`config.mk`:
```
export PLATFORM = sky130hd
export DESIGN_NAME = fetch_queue
export DESIGN_NICKNAME = d
export VERILOG_FILES = /design/src/rtl/fetch_queue_pkg.sv /design/src/rtl/fetch_queue_fifo.sv /design/src/rtl/fetch_queue.sv
export SDC_FILE = /design/constraint.sdc
export NUM_CORES = 1
export LEC_CHECK = 0
export ABC_AREA = 1
export CAP_MARGIN = 20
export CORE_MARGIN = 4
export CORE_UTILIZATION = 49
export DETAILED_ROUTE_END_ITERATION = 6
export GPL_ROUTABILITY_DRIVEN = 1
export HOLD_SLACK_MARGIN = 0.08
export PLACE_DENSITY = 0.76
export SLEW_MARGIN = 25
export SYNTH_ARGS = -nofsm -noshare
export SYNTH_HDL_FRONTEND = slang
export SYNTH_SLANG_ARGS = --single-unit
```
`constraint.sdc`:
```
create_clock -name clk -period 3.2 [get_ports clk]
set_input_delay 0.64 -clock clk [delete_from_list [all_inputs] [get_ports clk]]
set_output_delay 0.64 -clock clk [all_outputs]
set_load 0.05 [all_outputs]
```
`src/rtl/fetch_queue_pkg.sv`:
```
// rtl/fetch_queue_pkg.sv - shared pipeline typedefs: pipeline registers, fetch FSM state, fetch-queue entry
package fetch_queue_pkg;

    // Widths of the default pipeline configuration
    localparam int unsigned PIPE_PC_W  = 9;
    localparam int unsigned PIPE_INS_W = 32;

    // Fetch-to-decode pipeline register
    typedef struct packed {
        logic                  valid;
        logic [PIPE_PC_W-1:0]  pc;
        logic [PIPE_INS_W-1:0] instr;
    } if_id_reg_t;

    // Fetch FSM: IDLE stops new fetches, RUN issues one fetch per cycle when room exists
    typedef enum logic [0:0] {
        FQ_IDLE = 1'b0,
        FQ_RUN  = 1'b1
    } fq_state_e;

    // One fetch-queue entry, pc in the upper bits and instr in the lower bits
    typedef struct packed {
        logic [PIPE_PC_W-1:0]  pc;
        logic [PIPE_INS_W-1:0] instr;
    } fq_entry_t;

    // Packed width of a {pc, instr} entry for arbitrary widths
    function automatic int unsigned fq_entry_w(input int unsigned pc_w, input int unsigned ins_w);
        return pc_w + ins_w;
    endfunction

endpackage

```
`src/rtl/fetch_queue_fifo.sv`:
```
// rtl/fetch_queue_fifo.sv - fetch_fifo: power-of-two circular buffer with push/pop/flush and occupancy count
module fetch_fifo #(
    parameter int WIDTH = 41,
    parameter int DEPTH = 4
) (
    input  logic                       clk,
    input  logic                       rst,
    input  logic                       i_push,
    input  logic [WIDTH-1:0]           i_push_data,
    input  logic                       i_pop,
    input  logic                       i_flush,
    output logic [WIDTH-1:0]           o_pop_data,
    output logic [$clog2(DEPTH+1)-1:0] o_count
);

    localparam int AW = $clog2(DEPTH);
    localparam int CW = $clog2(DEPTH+1);

    logic [WIDTH-1:0] r_mem [DEPTH];
    logic [AW-1:0]    r_wr_ptr;
    logic [AW-1:0]    r_rd_ptr;
    logic [CW-1:0]    r_count;

    // Head entry is read combinationally so decode sees it in the cycle it becomes valid
    assign o_pop_data = r_mem[r_rd_ptr];
    assign o_count    = r_count;

    // Storage array; contents need no reset because count gates visibility
    always_ff @(posedge clk) begin
        if (i_push && !i_flush) begin
            r_mem[r_wr_ptr] <= i_push_data;
        end
    end

    // Pointers wrap naturally at DEPTH (power of two); flush and reset empty the queue
    always_ff @(posedge clk) begin
        if (rst || i_flush) begin
            r_wr_ptr <= '0;
            r_rd_ptr <= '0;
            r_count  <= '0;
        end else begin
            if (i_push) r_wr_ptr <= r_wr_ptr + AW'(1);
            if (i_pop)  r_rd_ptr <= r_rd_ptr + AW'(1);
            case ({i_push, i_pop})
                2'b10:   r_count <= r_count + CW'(1);
                2'b01:   r_count <= r_count - CW'(1);
                default: r_count <= r_count;
            endcase
        end
    end

endmodule

```
`src/rtl/fetch_queue.sv`:
```
// rtl/fetch_queue.sv - instruction fetch unit with decoupling queue; FETCH_QUEUE_PERF_EN adds fetch/flush counters
module fetch_queue
    import fetch_queue_pkg::*;
#(
    parameter int PC_W     = 9,
    parameter int INS_W    = 32,
    parameter int DEPTH    = 4,
    parameter int RESET_PC = 0
) (
    input  logic                       clk,
    input  logic                       rst,
    input  logic                       fetch_en,
    output logic [PC_W-1:0]            imem_addr,
    input  logic [INS_W-1:0]           imem_rdata,
    input  logic                       redirect_valid,
    input  logic [PC_W-1:0]            redirect_pc,
    output logic                       out_valid,
    input  logic                       out_ready,
    output logic [PC_W-1:0]            out_pc,
    output logic [INS_W-1:0]           out_instr,
    output logic [$clog2(DEPTH+1)-1:0] count
`ifdef FETCH_QUEUE_PERF_EN
    ,
    output logic [31:0]                fetch_cnt,
    output logic [31:0]                flush_cnt
`endif
);

    localparam int            CW   = $clog2(DEPTH+1);
    localparam int            EW   = fq_entry_w(PC_W, INS_W);
    localparam logic [CW-1:0] FULL = CW'(DEPTH);

    fq_state_e         r_state;
    logic [PC_W-1:0]   r_pc;
    logic [CW-1:0]     w_count;
    logic [EW-1:0]     w_head;
    logic              w_pop;
    logic              w_push;
    logic              w_full;

    assign imem_addr = r_pc;
    assign count     = w_count;
    assign out_pc    = w_head[EW-1:INS_W];
    assign out_instr = w_head[INS_W-1:0];

    // A redirect squashes the head presentation and any push in the same cycle
    assign out_valid = (w_count != '0) && !redirect_valid;
    assign w_pop     = out_valid && out_ready;
    assign w_full    = (w_count == FULL);
    assign w_push    = (r_state == FQ_RUN) && !redirect_valid && (!w_full || w_pop);

    // Fetch enable FSM; redirect does not change the state
    always_ff @(posedge clk) begin
        if (rst) begin
            r_state <= FQ_IDLE;
        end else begin
            r_state <= fetch_en ? FQ_RUN : FQ_IDLE;
        end
    end

    // Fetch PC: redirect target wins over sequential advance
    always_ff @(posedge clk) begin
        if (rst) begin
            r_pc <= PC_W'(RESET_PC);
        end else if (redirect_valid) begin
            r_pc <= redirect_pc;
        end else if (w_push) begin
            r_pc <= r_pc + PC_W'(4);
        end
    end

    fetch_fifo #(
        .WIDTH (EW),
        .DEPTH (DEPTH)
    ) u_fifo (
        .clk         (clk),
        .rst         (rst),
        .i_push      (w_push),
        .i_push_data ({r_pc, imem_rdata}),
        .i_pop       (w_pop),
        .i_flush     (redirect_valid),
        .o_pop_data  (w_head),
        .o_count     (w_count)
    );

`ifdef FETCH_QUEUE_PERF_EN
    logic [31:0] r_fetch_cnt;
    logic [31:0] r_flush_cnt;

    assign fetch_cnt = r_fetch_cnt;
    assign flush_cnt = r_flush_cnt;

    // Free-running perf counters, wrapping at 2^32
    always_ff @(posedge clk) begin
        if (rst) begin
            r_fetch_cnt <= '0;
            r_flush_cnt <= '0;
        end else begin
            if (w_push)         r_fetch_cnt <= r_fetch_cnt + 32'd1;
            if (redirect_valid) r_flush_cnt <= r_flush_cnt + 32'd1;
        end
    end
`endif

endmodule

```
==> reports/qor.csv <==
stage,metric,value,unit
run_status,status,"finished, final reports clean",
power_and_ir_drop,peak supply drop,0.3981,mV
place,# port buffers,99,
sta,count of final hold-check violations,0,
drt,Routed Antenna Nets,0,
synth,register area share after synthesis,75.28,%
sta,min Tclk post-route,2.898,ns
setup_path,CP required,2.56,ns
job,max_cap viols,0,
synth,Main synth FF type,edfxtp_1,
layout,layout net count,696,
layout,fin cells,837,
synth,post-synthesis instance area,7047,um^2
sta,RSZ-0062 raised after global routing,no,
synth,cell taking the most area after synthesis,edfxtp_1,
sta,Clock Skews,0.009359,ns
synth,Avg Inst Size Synth,12.98,um^2
clocking,CTS tree,built,
grt,gr ovfl total,0,
synth,"count leader, synth",edfxtp_1,
setup_path,crit end category,output pin,
layout,FILL cells,982,
power_and_ir_drop,Leak,3.203,nW
synth,largest family of logic cells by synthesized area,compound AO/OA/AOI/OAI gates,
setup_path,Worst Path Arrival,2.26,ns
grt,antenna violations before repair,0,
drt,Post-Route WL,15080,um
clocking,CTS Buffer Depth,2,
drt,drc violations,0,
synth,Synth Area in Adders,1.349,%
sta,setup ws final,0.3016,ns
min_path,Hold Path Class,flop to flop,
grt,first-pass GRT wire length,23200,um
synth,Synth Instances,543,
clocking,post-CTS setup buffer count,0,
sta,hold slack final,0.5233,ns
clocking,clock slew at reported path FFs,0.06,ns
place,placed insts,804,
clocking,Root Buffer,clkbuf_16,
clocking,worst skew pair latency,0.42,ns
floorplanning,Die ar.,16360,um^2
synth,"Net Count, Synth",596,
floorplanning,Die X,127.9,um
clocking,CTS Buf Count,17,
synth,largest cells by area after synthesis,"edfxtp_1 (70%), o21ai_0 (6.3%), dfxtp_1 (5.4%)",
grt,vias in the first global route,4590,
setup_path,CP startpoint kind,flop,
place,dpl ws,0.4311,ns
layout,P&R area growth vs syn,31.21,%
drt,Initial DRC Count,464,
floorplanning,FP Rows,43,
setup_path,crit path kind,flop to output pin,
floorplanning,I/O pins,100,
place,hpwl dp,9071,um
power_and_ir_drop,PwrDens,520.0,nW/um^2
clocking,Hold Buf Count CTS,0,
synth,top cell type's share of synthesized area,69.89,%
synth,Compound-Gate Fraction of Synth Area,11.95,%
drt,WL per Instance,18.02,um
sta,Max Clk Rate,345.0,MHz
synth,Synth Area in XOR/XNOR,0,%
clocking,H-tree depth,4,
sta,setup violators final,0,
synth,Ys Warns,0,
synth,commonest cells in the netlist,"edfxtp_1 (164), nor2_1 (92), o21ai_0 (89), o22ai_1 (41), nand2_1 (32)",
sta,max-slew violation count,0,
synth,Post-Synth Simple-Gate Area,8.327,%
floorplanning,Die Y,127.9,um
synth,library cells used by synthesis,24,
sta,Slew @ Worst Pin,0.8182,ns
drt,DR vias,4658,
drt,Via-to-Cell Ratio,5.565,
layout,ratio of cells with drive above 1 in the final layout,13.87,%
grt,pin count of the biggest net entering global routing,44,
synth,asr flop ratio synth,0,%
floorplanning,initial core utilization,50.38,%
synth,register bit total from synthesis,183,
setup_path,CP Max Fanout,43,
sta,final worst-path cycle share,90.58,%
clocking,# resized after CTS,0,
place,placer's final routability congestion estimate,0.8532,
sta,Max-slew headroom,45.45,%
synth,mux contribution to synthesized area,0,%
clocking,CTS Sinks,183,
synth,Post-synth EDFFs,164,
drt,First-pass DRT Iterations,5,
grt,GR Util All Layers,18.52,%
floorplanning,core box area,13990,um^2
-- critical path, cell delays in order (launching register included) --
cell,delay (ns)
dfxtp_2,0.85
inv_2,0.09
buf_4,0.27
o21ai_0,0.23
o22ai_1,0.17
buf_12,0.18
-- final timing paths --
check                    startpoint                 to  slack, ns  cells after the start
setup reg to reg  u_fifo.o_count[2]  u_fifo.o_count[2]       1.11                     11
hold / removal    u_fifo.o_count[0]  u_fifo.o_count[0]       0.52                      2
hold reg to reg   u_fifo.o_count[0]  u_fifo.o_count[0]       0.52                      2
setup / recovery               flop      out_instr[30]       0.30                      5
-- cell type report --
cell class / instances / area, um^2 / area share (%)
diodes: 1 / 2.502 / 0.02706
clock buffers: 26 / 479.2 / 5.183
clock inverters: 6 / 30.03 / 0.3248
inverters: 24 / 91.34 / 0.9878
multi-input cells: 307 / 1554 / 16.81
flip-flops and latches: 183 / 5308 / 57.40
well taps: 180 / 225.2 / 2.436
repair buffers: 110 / 1556 / 16.83
-- per-stage QoR --
step / area [um^2] / setup TNS, ns / utilization (%) / total power (W)
3_3_place_gp: 8735 / 0 / 62.44 / 0.003043
2_1_floorplan: 7047 / -12.13 / - / 0.002856
5_1_grt: 9244 / 0 / 66.08 / 0.004964
6_report: 9246 / 0 / 66.10 / 0.004808
4_1_cts: 9244 / 0 / 66.08 / 0.004836
3_5_place_dp: 8735 / 0 / 62.44 / 0.003053
-- logic make-up (layout without fill, tap and decap cells) --
logic type / count (synthesis) / after routing
AOI/OAI and AO/OA: 154 / 154
and+or+nand+nor: 146 / 146
other: 0 / 1
adders and majority gates: 7 / 7
DFF: 183 / 183
buffers and inverters: 53 / 166
-- power breakdown --
part           total, W  switching [W]  internal, W
Clock           0.00181       0.000780      0.00103
Combinational  0.000348       0.000194     0.000154
Sequential      0.00265      0.0000229      0.00263
Total           0.00481       0.000997      0.00381
-- per-layer routing --
metal	up-vias	share of wire, %	track usage [%]
met5	-	0	0
met4	0	1.7	6.554
met3	24	7.0	5.333
met2	167	50	30.31
met1	2282	42	23.75
li1	2185	-	-
-- layout by cell type, fill, tap and decap left out, types with 17 or more instances in the layout --
| cell | n |
|---|---|
| clkdlybuf4s50_1 | 57 |
| nor2_1 | 88 |
| buf_12 | 47 |
| dfxtp_1 | 17 |
| edfxtp_1 | 164 |
| clkbuf_16 | 17 |
| nand3_1 | 17 |
| inv_1 | 22 |
| a21oi_1 | 18 |
| nand2_1 | 32 |
| o21ai_0 | 89 |
| o22ai_1 | 41 |
-- state kept, by name, indices dropped and copies added (netlist names), named ones only --
signal           flops
u_fifo.r_wr_ptr      2
u_fifo.r_rd_ptr      2
imem_addr            9
u_fifo.o_count       3
u_fifo.r_mem       164
r_state              1
Power figures use the tool's default switching activity.
